`src/rtl/tdm_mux_8to1_if.sv`:
```
// Parallel-word handshake into the 8-to-1 TDM multiplexer.
// Producer drives d/d_valid, the mux answers with d_ready.
interface tdm_mux_8to1_if #(
  parameter int LANE_W = 1
);
  logic                  d_valid;
  logic                  d_ready;
  logic [8*LANE_W-1:0]   d;

  modport master (
    output d_valid,
    output d,
    input  d_ready
  );

  modport slave (
    input  d_valid,
    input  d,
    output d_ready
  );
endinterface

```
`src/rtl/tdm_mux_8to1.sv`:
```
// Time-division 8-to-1 mux: latches an 8-lane word, then emits
// one lane per cycle tagged with its slot index for the demux.
module tdm_mux_8to1 #(
  parameter int LANE_W = 1
) (
  input  logic              clk,
  input  logic              rst,
  tdm_mux_8to1_if.slave     in_if,
  output logic [LANE_W-1:0] y,
  output logic [2:0]        s,
  output logic              y_valid,
  output logic              frame_start,
  output logic              busy
);

  typedef enum logic {
    IDLE = 1'b0,
    SEND = 1'b1
  } state_e;

  state_e state_q, state_d;

  logic [8*LANE_W-1:0] hold_q, hold_d;
  logic [LANE_W-1:0]   y_q, y_d;
  logic [2:0]          s_q, s_d;
  logic [2:0]          s_nxt;
  logic                vld_q, vld_d;
  logic                fs_q, fs_d;
  logic                last;
  logic                ready;
  logic                accept;
  int                  base;

  assign last   = (s_q == 3'd7);
  assign s_nxt  = s_q + 3'd1;
  assign accept = in_if.d_valid & ready;

  always_ff @(posedge clk) begin
    if (rst) begin
      state_q <= IDLE;
    end else begin
      state_q <= state_d;
    end
  end

  always_comb begin
    state_d = state_q;
    unique case (state_q)
      IDLE: if (accept) state_d = SEND;
      SEND: if (last && !accept) state_d = IDLE;
      default: state_d = IDLE;
    endcase
  end

  // Ready only when idle or on the final slot, so frames chain gap-free.
  always_comb begin
    ready = 1'b0;
    unique case (state_q)
      IDLE: ready = !rst;
      SEND: ready = !rst && last;
      default: ready = 1'b0;
    endcase
  end

  assign in_if.d_ready = ready;

  always_comb begin
    hold_d = hold_q;
    y_d    = '0;
    s_d    = '0;
    vld_d  = 1'b0;
    fs_d   = 1'b0;
    base   = int'(s_nxt) * LANE_W;
    unique case (1'b1)
      accept: begin
        hold_d = in_if.d;
        y_d    = in_if.d[LANE_W-1:0];
        vld_d  = 1'b1;
        fs_d   = 1'b1;
      end
      (state_q == SEND && !last): begin
        y_d   = hold_q[base +: LANE_W];
        s_d   = s_nxt;
        vld_d = 1'b1;
      end
      default: ;
    endcase
  end

  always_ff @(posedge clk) begin
    if (rst) begin
      hold_q <= '0;
      y_q    <= '0;
      s_q    <= '0;
      vld_q  <= 1'b0;
      fs_q   <= 1'b0;
    end else begin
      hold_q <= hold_d;
      y_q    <= y_d;
      s_q    <= s_d;
      vld_q  <= vld_d;
      fs_q   <= fs_d;
    end
  end

  assign y           = y_q;
  assign s           = s_q;
  assign y_valid     = vld_q;
  assign frame_start = fs_q;
  assign busy        = vld_q;

endmodule

```
`src/flat_wrapper.sv`:
```
// flat-port wrapper written by rule: the top's interface ports become plain ports
module tdm_mux_8to1_flat 
#(
  parameter int LANE_W = 1
)
  (clk, rst, y, s, y_valid, frame_start, busy, in_if_d_valid, in_if_d, in_if_d_ready);
  tdm_mux_8to1_if #(.LANE_W(LANE_W)) in_if_i ();
  input  logic clk;
  input  logic rst;
  output logic [LANE_W-1:0] y;
  output logic [2:0] s;
  output logic y_valid;
  output logic frame_start;
  output logic busy;
  input wire logic [$bits(in_if_i.d_valid)-1:0] in_if_d_valid;
  input wire logic [$bits(in_if_i.d)-1:0] in_if_d;
  output wire logic [$bits(in_if_i.d_ready)-1:0] in_if_d_ready;
  assign in_if_i.d_valid = in_if_d_valid;
  assign in_if_i.d = in_if_d;
  assign in_if_d_ready = in_if_i.d_ready;
  tdm_mux_8to1 #(.LANE_W(LANE_W)) u_core (.clk(clk), .rst(rst), .in_if(in_if_i), .y(y), .s(s), .y_valid(y_valid), .frame_start(frame_start), .busy(busy));
endmodule
```
`config.mk`:
```
export PLATFORM = sky130hd
export DESIGN_NAME = tdm_mux_8to1_flat
export DESIGN_NICKNAME = d
export VERILOG_FILES = /design/src/rtl/tdm_mux_8to1_if.sv /design/src/rtl/tdm_mux_8to1.sv /design/src/flat_wrapper.sv
export SDC_FILE = /design/constraint.sdc
export NUM_CORES = 1
export LEC_CHECK = 0
export ABC_AREA = 1
export BUFFER_PORTS_ARGS = -buffer_cell sky130_fd_sc_hd__buf_2
export CAP_MARGIN = 20
export CORE_AREA = 2 2 39 41
export CTS_BUF_LIST = sky130_fd_sc_hd__clkbuf_4
export CTS_CLUSTER_DIAMETER = 120
export DETAILED_ROUTE_END_ITERATION = 8
export DIE_AREA = 0 0 41 43
export PLACE_DENSITY = 0.85
export SLEW_MARGIN = 20
export SYNTH_ARGS = -nofsm -noshare
export SYNTH_HDL_FRONTEND = slang
export SYNTH_SLANG_ARGS = --single-unit
```
`constraint.sdc`:
```
create_clock -name clk -period 1.75 [get_ports clk]
set_input_delay 0.35 -clock clk [delete_from_list [all_inputs] [get_ports clk]]
set_output_delay 0.35 -clock clk [all_outputs]
set_load 0.02 [all_outputs]
```
# Word-level counts from Yosys, hierarchy flattened
# Index checks and enable logic that the tools add are counted.
[word_totals] wordCells=26 output_inout_bits=8 regBits=15
[classes] n_reduce_logical=8 shifts=1 n_bitwise=3 addsub=1 n_eq_ne=1 n_mux=6
[ops] operator="8-bit by 4-bit variable part select with 1-bit output" count=1
[ops] operator="1-bit one-hot mux with 2 select lines" count=3
[ops] operator="2-bit OR reduction" count=2
[ops] operator="3-bit by 1-bit adder with 3-bit output, second input constant" count=1
[ops] operator="3-bit == test, second input constant" count=1
[ops] operator="1-bit logical AND" count=3
[ops] operator="1-bit logical NOT" count=3
[ops] operator="1-bit two-way mux" count=3
[ops] operator="1-bit inverter" count=2
[ops] operator="1-bit bitwise AND" count=1

# Logic depth before layout (Yosys ltp)
# Gate-level depths: netlist of run 1.
[depth] ltp_word=8 ltp_mapped=7 depth_no_buf=6

# Worst setup path after synthesis of run 1
# Ideal clock, no wire load.
[synth_path] kind="register to output" from="register u_core.s_q[0], in the netlist u_core.s[0]" to="output in_if_d_ready" path_slack_ns=0.154 path_stages_with_launch=5 required_time_ns=1.400 arrival_ns=1.246 n_path_buf=0 cell_sequence="dfxtp_1 -> ha_1 -> ha_1 -> nor2_4 -> nor2_1"
[synth_via] elab_chain_cells=3
[synth_lines] item="from (decl)" line="tdm_mux_8to1.sv:25" text="logic [2:0] s_q, s_d;"
[synth_lines] item="from (signal assigned)" line="tdm_mux_8to1.sv:94" text="s_q <= '0;"
[synth_lines] item="from (signal assigned)" line="tdm_mux_8to1.sv:100" text="s_q <= s_d;"
[synth_lines] item="3-bit == test" line="tdm_mux_8to1.sv:34" text="assign last = (s_q == 3'd7);"
[synth_lines] item="1-bit logical AND" line="tdm_mux_8to1.sv:60" text="SEND: ready = !rst && last;"
[synth_lines] item="1-bit one-hot mux with 2 select lines" line="tdm_mux_8to1.sv:58" text="unique case (state_q)"
[synth_lines] item="to (decl)" line="flat_wrapper.sv:17" text="output wire logic [$bits(in_if_i.d_ready)-1:0] in_if_d_ready;"
# No other way between the ends.

# Worst setup path in the final report of run 1
# Same ends and word-level chain as after synthesis.

==> results of run 1 <==
## synthesized netlist by cell type, drive strengths merged
master and count:
nand2 16, dfxtp 15, inv 14, nand3 7, o31ai 7, nor2 5, a21oi 4, buf 2
ha 2, or2 2, clkbuf 1, nor3 1
## cell families (layout without fill, tap and decap cells)
logic type,count (synthesis),in the layout,share of synthesized area (%)
and+or+nand+nor,31,31,24.1
adders and majority gates,2,2,4.02
AOI/OAI and AO/OA,11,11,11.6
buffers and inverters,17,38,12.0
DFF,15,15,48.2
## metal layers
| layer | track usage [%] | part of all wire [%] | vias to the layer above |
|---|---|---|---|
| li1 | - | - | 285 |
| met3 | 3.14 | 6.6 | 5 |
| met2 | 20.6 | 48 | 16 |
| met4 | 12.0 | 3.0 | 0 |
| met5 | 0 | 0 | - |
| met1 | 19.9 | 43 | 225 |
## stage by stage
step,power (W),hold WS (ps),cell area (sq um)
3_3_place_gp,0.000467,462,718
2_1_floorplan,0.000441,442,623
3_5_place_dp,0.000469,469,718
5_1_grt,0.000710,269,764
4_1_cts,0.000687,253,757
6_report,0.000683,250,764
## power breakdown
part           switching (W)  internal (W)  total [W]
Combinational      0.0000586     0.0000397  0.0000983
Sequential        0.00000677      0.000360   0.000367
Clock               0.000113      0.000104   0.000218
Total               0.000179      0.000504   0.000683
## tightest hold or removal path: cells and delay by family
| kind | cells | cell delay, ps |
|---|---|---|
| simple gates | 1 | 40 |
| compound gates | 1 | 50 |
| buf+inv | 1 | 70 |
## repair_timing
| action | in CTS | in global routing |
|---|---|---|
| setup buffers | 1 | 0 |
| resized for setup | 1 | 3 |
| setup endpoints to repair | 1 | 1 |
| pin swaps | 1 | 0 |
## flip-flops by register name (all words and copies together) (netlist names)
signal and flops:
u_core.hold_q 8, u_core.s 3, u_core.busy 1, u_core.frame_start 1, u_core.state_q 1, u_core.y 1
## final timing paths
| check | start | endpoint | slack (ps) |
|---|---|---|---|
| worst max-delay path | u_core.s[0]$_SDFF_PP0_ | in_if_d_ready | 60 |
| worst max register to register | u_core.s[0]$_SDFF_PP0_ | u_core.hold_q[2]$_SDFFE_PP0P_ | 270 |
| worst min register to register | u_core.s[0]$_SDFF_PP0_ | u_core.s[0]$_SDFF_PP0_ | 470 |
| worst min-delay path | in_if_d[4] | u_core.hold_q[4]$_SDFFE_PP0P_ | 250 |
## final cells by class
type / count / area (sq um) / share of cell area (%)
Timing Repair Buffer: 20 / 108 / 14.1
Multi-Input combinational cell: 44 / 250 / 32.7
Clock buffer: 4 / 30.0 / 3.93
Tap cell: 16 / 20.0 / 2.62
Inverter: 14 / 52.6 / 6.87
Sequential cell: 15 / 304 / 39.8
==> out/summary.txt, run 1 <==
# diodes = 0
Dpl ws = 239 ps
Commonest non-fill, non-tap cells in the layout = buf_2 (17), nand2_1 (16), inv_1 (14), dfxtp_1 (14)
Post-route insts no fill = 113
Cell Area, Synth = 623 sq um
RSZ-0062 raised after global routing = false
Die Height = 43 um
Slowest stage delay, CP = 370 ps
Clk_lat worst skew = 290 ps
Critical path depth = 5
GPL Wtd Cong = 0.792
#FFs+latches synth = 15
Worst Skew = 1.17 ps
Synth Instances = 76
Setup TNS = 0 ps
Crit path DAT = 1340 ps
Starting DRT DRC Count = 6
Number of global-route vias before repair = 452
# clock sinks = 15
Worst Path Max Fanout = 8
Crit-path slowest cell = dfxtp_4
Initial antenna violation count = 0
Yosys top cell area share = 48.2%
Root buf cell = clkbuf_4
Max Cap Violations = 0
Final worst path period share = 96.5%
Max Slew Vio Count = 0
Synth warn = 0
Cell Pwr Density = 893 mW/mm^2
Net Count, Synth = 89
DP Cell Count = 108
IO Count = 19
CTS tree = built
Starting Density = 45.0%
H-tree depth = 1
Count of input and output buffers = 18
Worst-margin pin slew = 266 ps
Vias = 531
FILL cells = 125
Deepest clock path buffer count = 2
Die Wd = 41 um
Wirelength per Cell = 10.0 um
Clock slew at reported path FFs = 90 ps
TritonRoute pass-1 iters = 4
Rows = 14
Critical Path End Type = primary output
Core area = 0.00138 sq mm
Achievable Freq = 592 MHz
Cell taking the most area after synthesis = dfxtp_1
R2R cell count = 7
Total global-route track usage = 15.2%
Final hold violation count = 0
Antenna Nets Post-Route = 0
Maximum vdd ir drop = 0.000439 V
Largest net degree at the start of global routing = 16
Cell chain of the critical path = ha_1 -> ha_2 -> nor2_4 -> nor2_1 -> buf_4
Data required time of the worst path = 1400 ps
Top Family by Delay on Critical Path = adder cells
Status = complete, no violations
Final wirelength = 1.13 mm
Full die area = 0.00176 sq mm
CP Buf/Inv Count = 1
Detail Placement HPWL = 801 um
Nets = 111
Layout cells sized above 1 = 30.9%
Sequential fraction of the synthesis area = 48.2%
Worst Hold Class = input port to register
DRC violations left = 0
Syn avg cell area = 8.20 sq um
Grt total ovfl = 0
Min Tclk post-route = 1690 ps
Critical path type = register to primary output
Critical path startpoint category = register
Commonest non-fill, non-tap cell in the layout = buf_2
Vias per inst = 4.70
P&R area growth vs syn = 22.7%
Final WS setup = 61.9 ps
Area contributors post-synth = dfxtp_1 (48%), nand2_1 (9.6%), inv_1 (8.4%)
Hold buffers post-CTS = 0
Hold depth = 3
Max-Slew Margin vs Limit = 82.2%
Synth cell types = 14
Fin util = 55.2%
Setup violation total in the final timing report = 0
First-pass GRT wire length = 1.75 mm
CTS buffer count = 3
LEAKAGE = 0.366 nW
Note: power is estimated with default switching activity, not from simulation.
==> run 2: changes to the inputs <==
==> constraint.sdc (replaced) <==
create_clock -name clk -period 1.75 [get_ports clk]
set_input_delay 0.175 -clock clk [delete_from_list [all_inputs] [get_ports clk]]
set_output_delay 0.175 -clock clk [all_outputs]
set_load 0.02 [all_outputs]
==> run 2 against run 1 <==
Worst setup slack improved by 15 ps. Clock skew is 6.4 ps higher. Sequential share of layout area grew 0.36 points. First-iteration DRC count increased by 83%. Combinational power down 4.5%. Die area unchanged. Non-clock buffer count fell by 1. Fmax rose by 0.87%.
==> out/summary.txt, run 2 (synthesized netlist as in run 1, its figures left out) <==
Core area = 0.00138 sq mm (unchanged)
Largest net degree at the start of global routing = 16 (unchanged)
Initial antenna violation count = 0 (unchanged)
Setup bufs post-CTS = 0 (-1)
Switching part of the total = 26.0% (-0.21 points)
Maximum vdd ir drop = 0.000702 V (+60%)
FILL cells = 134 (+7.2%)
Layout cells sized above 1 = 28.1% (-2.8 points)
CTS buffer count = 3 (unchanged)
IO Count = 19 (unchanged)
CP startpoint = u_core.s[0]$_SDFF_PP0_
Wirelength per Cell = 10.3 um (+3.4%)
CP Capture Point = in_if_d_ready
H-tree depth = 1 (unchanged)
Max Slew Vio Count = 0 (unchanged)
Hold buffers post-CTS = 0 (unchanged)
Cell Area, Placed = 718 sq um (unchanged)
Critical Path End Type = primary output
Sequential Area = 300 sq um (-1.2%)
Clk_lat worst skew = 280 ps (about the same)
Worst-margin pin slew = 282 ps (+16.0 ps)
First-pass GRT wire length = 1.93 mm (+10%)
Starting DRT DRC Count = 11 (+5)
Combinational power share = 13.9% (-0.5 points)
Max Used Layer = met4
Crit path DAT = 1500 ps (+160 ps)
Starting Density = 45.0% (unchanged)
Achievable Freq = 598 MHz (+0.87%)
Share of power burned in registers = 54.4% (+0.7 points)
Met1 wire length = 491 um (+1.4%)
Full die area = 0.00176 sq mm (unchanged)
CTS tree = built
Vias per inst = 4.81 (+2.4%)
Final hold violation count = 0 (unchanged)
DR WL met3 = 71 um (-5.3%)
Rows = 14 (unchanged)
Design Area, Final = 748 sq um (-2.1%)
# diodes = 0 (unchanged)
Tot Pwr = 0.000677 W (-0.92%)
Vias = 539 (+1.5%)
Count of input and output buffers = 18 (unchanged)
DRC violations left = 0 (unchanged)
Max-Slew Margin vs Limit = 81.2% (-1.1 points)
Data required time of the worst path = 1570 ps (+170 ps)
R2r endpoint = u_core.hold_q[4]$_SDFFE_PP0P_
P&R area growth vs syn = 20.1%
Critical path startpoint category = register
Met2 wire len = 581 um (+8.2%)
Post-cts resize count = 0 (-1)
R2R cell count = 6 (-1)
TritonRoute pass-1 iters = 4 (unchanged)
RSZ-0062 raised after global routing = false
Worst Path Max Fanout = 8 (unchanged)
Die Wd = 41 um (unchanged)
LEAKAGE = 0.364 nW (-0.57%)
Final worst path period share = 95.6% (-0.84 points)
Footprint of the multi-input gates = 248 sq um (-1.0%)
Largest register by flop count = u_core.hold_q
Root buf cell = clkbuf_4
Clock slew at reported path FFs = 90 ps (about the same)
Deepest clock path buffer count = 2 (unchanged)
Commonest non-fill, non-tap cells in the layout = buf_2 (18), nand2_1 (16), dfxtp_1 (15), inv_1 (14)
Nets = 110 (-0.90%)
Status = complete, no violations
Final wirelength = 1.16 mm (+2.5%)
Detail Placement HPWL = 838 um (+4.6%)
Max Cap Violations = 0 (unchanged)
Worst hold slack = 95.1 ps (-155 ps)
Cell Pwr Density = 904 mW/mm^2 (+1.2%)
Die Height = 43 um (unchanged)
Total global-route track usage = 16.0% (+0.85 points)
R2R Path Start = u_core.s[0]$_SDFF_PP0_
P_int = 0.000501 W (-0.63%)
Setup TNS = 0 ps (unchanged)
Setup violation total in the final timing report = 0 (unchanged)
Critical path type = register to primary output
Clock power share = 31.7% (-0.2 points)
Antenna Nets Post-Route = 0 (unchanged)
Worst Skew = 7.60 ps (+6.43 ps)
Number of global-route vias before repair = 485 (+7.3%)
Grt total ovfl = 0 (unchanged)
GPL Wtd Cong = 0.836 (+5.5%)
R2R Setup Slk = 220 ps (-50 ps)
Worst Hold Class = input port to register
Largest register FFs = 8 (unchanged)
Commonest non-fill, non-tap cell in the layout = buf_2
Switch Pwr = 0.000176 W (-1.7%)
Min Tclk post-route = 1670 ps (-14.6 ps)
# clock sinks = 15 (unchanged)
## run 2: changes by cell type in the layout (fill, tap and decap cells not counted)
| cell | change |
|---|---|
| ha_2 | -1 |
| dfxtp_4 | -1 |
| buf_4 | -2 |
| ha_1 | +1 |
| dfxtp_1 | +1 |
| buf_2 | +1 |
## run 2: metrics by stage
| step | worst slack, ps | std cells | utilization [%] |
|---|---|---|---|
| finish | 76.5 | 112 | 54.1 |
| global route | 9.34 | 112 | 54.1 |
| CTS | 79.7 | 112 | 54.1 |
| detailed placement | 229 | 108 | 51.9 |
| global placement | 305 | 108 | 51.9 |
| floorplan | 214 | 76 | - |
## run 2: worst min path at each step
stage	to	slack, ps	cells past startpoint	from
2_1_floorplan	u_core.hold_q[1]$_SDFFE_PP0P_	280	1	rst
3_3_place_gp	u_core.hold_q[1]$_SDFFE_PP0P_	370	3	in_if_d[1]
3_5_place_dp	u_core.hold_q[1]$_SDFFE_PP0P_	380	3	in_if_d[1]
4_1_cts	u_core.hold_q[1]$_SDFFE_PP0P_	100	3	in_if_d[1]
5_1_grt	u_core.hold_q[5]$_SDFFE_PP0P_	90	3	in_if_d[5]
6_report	u_core.hold_q[1]$_SDFFE_PP0P_	100	3	in_if_d[1]
## run 2: power by group through the flow
| stage | clock network, W | registers, W | logic, W |
|---|---|---|---|
| 4_1_cts | 0.000215 | 0.000368 | 0.0000947 |
| 6_report | 0.000215 | 0.000368 | 0.0000939 |
| 5_1_grt | 0.000231 | 0.000370 | 0.000104 |
| 3_5_place_dp | 0 | 0.000376 | 0.0000935 |
| 3_3_place_gp | 0 | 0.000375 | 0.0000918 |
| 2_1_floorplan | 0 | 0.000382 | 0.0000590 |
## run 2: worst max-delay path: stages, from the launching register on
cell and delay [ps]:
dfxtp_1 390, ha_1 230, ha_1 210, nor2_4 160
nor2_1 50, buf_2 160
## run 2: cell type report
class | count | area share [%]
flip-flops and latches | 15 | 40.1
inverters | 14 | 7.02
clock buffers | 4 | 4.01
multi-input cells | 44 | 33.1
repair buffers | 19 | 13.0
well taps | 16 | 2.68
## run 2: routing by layer
metal / vias up / global-route usage, %
met5: - / 0
met4: 0 / 8.00
met3: 2 / 4.71
met2: 18 / 23.1
met1: 241 / 20.9
li1: 278 / -
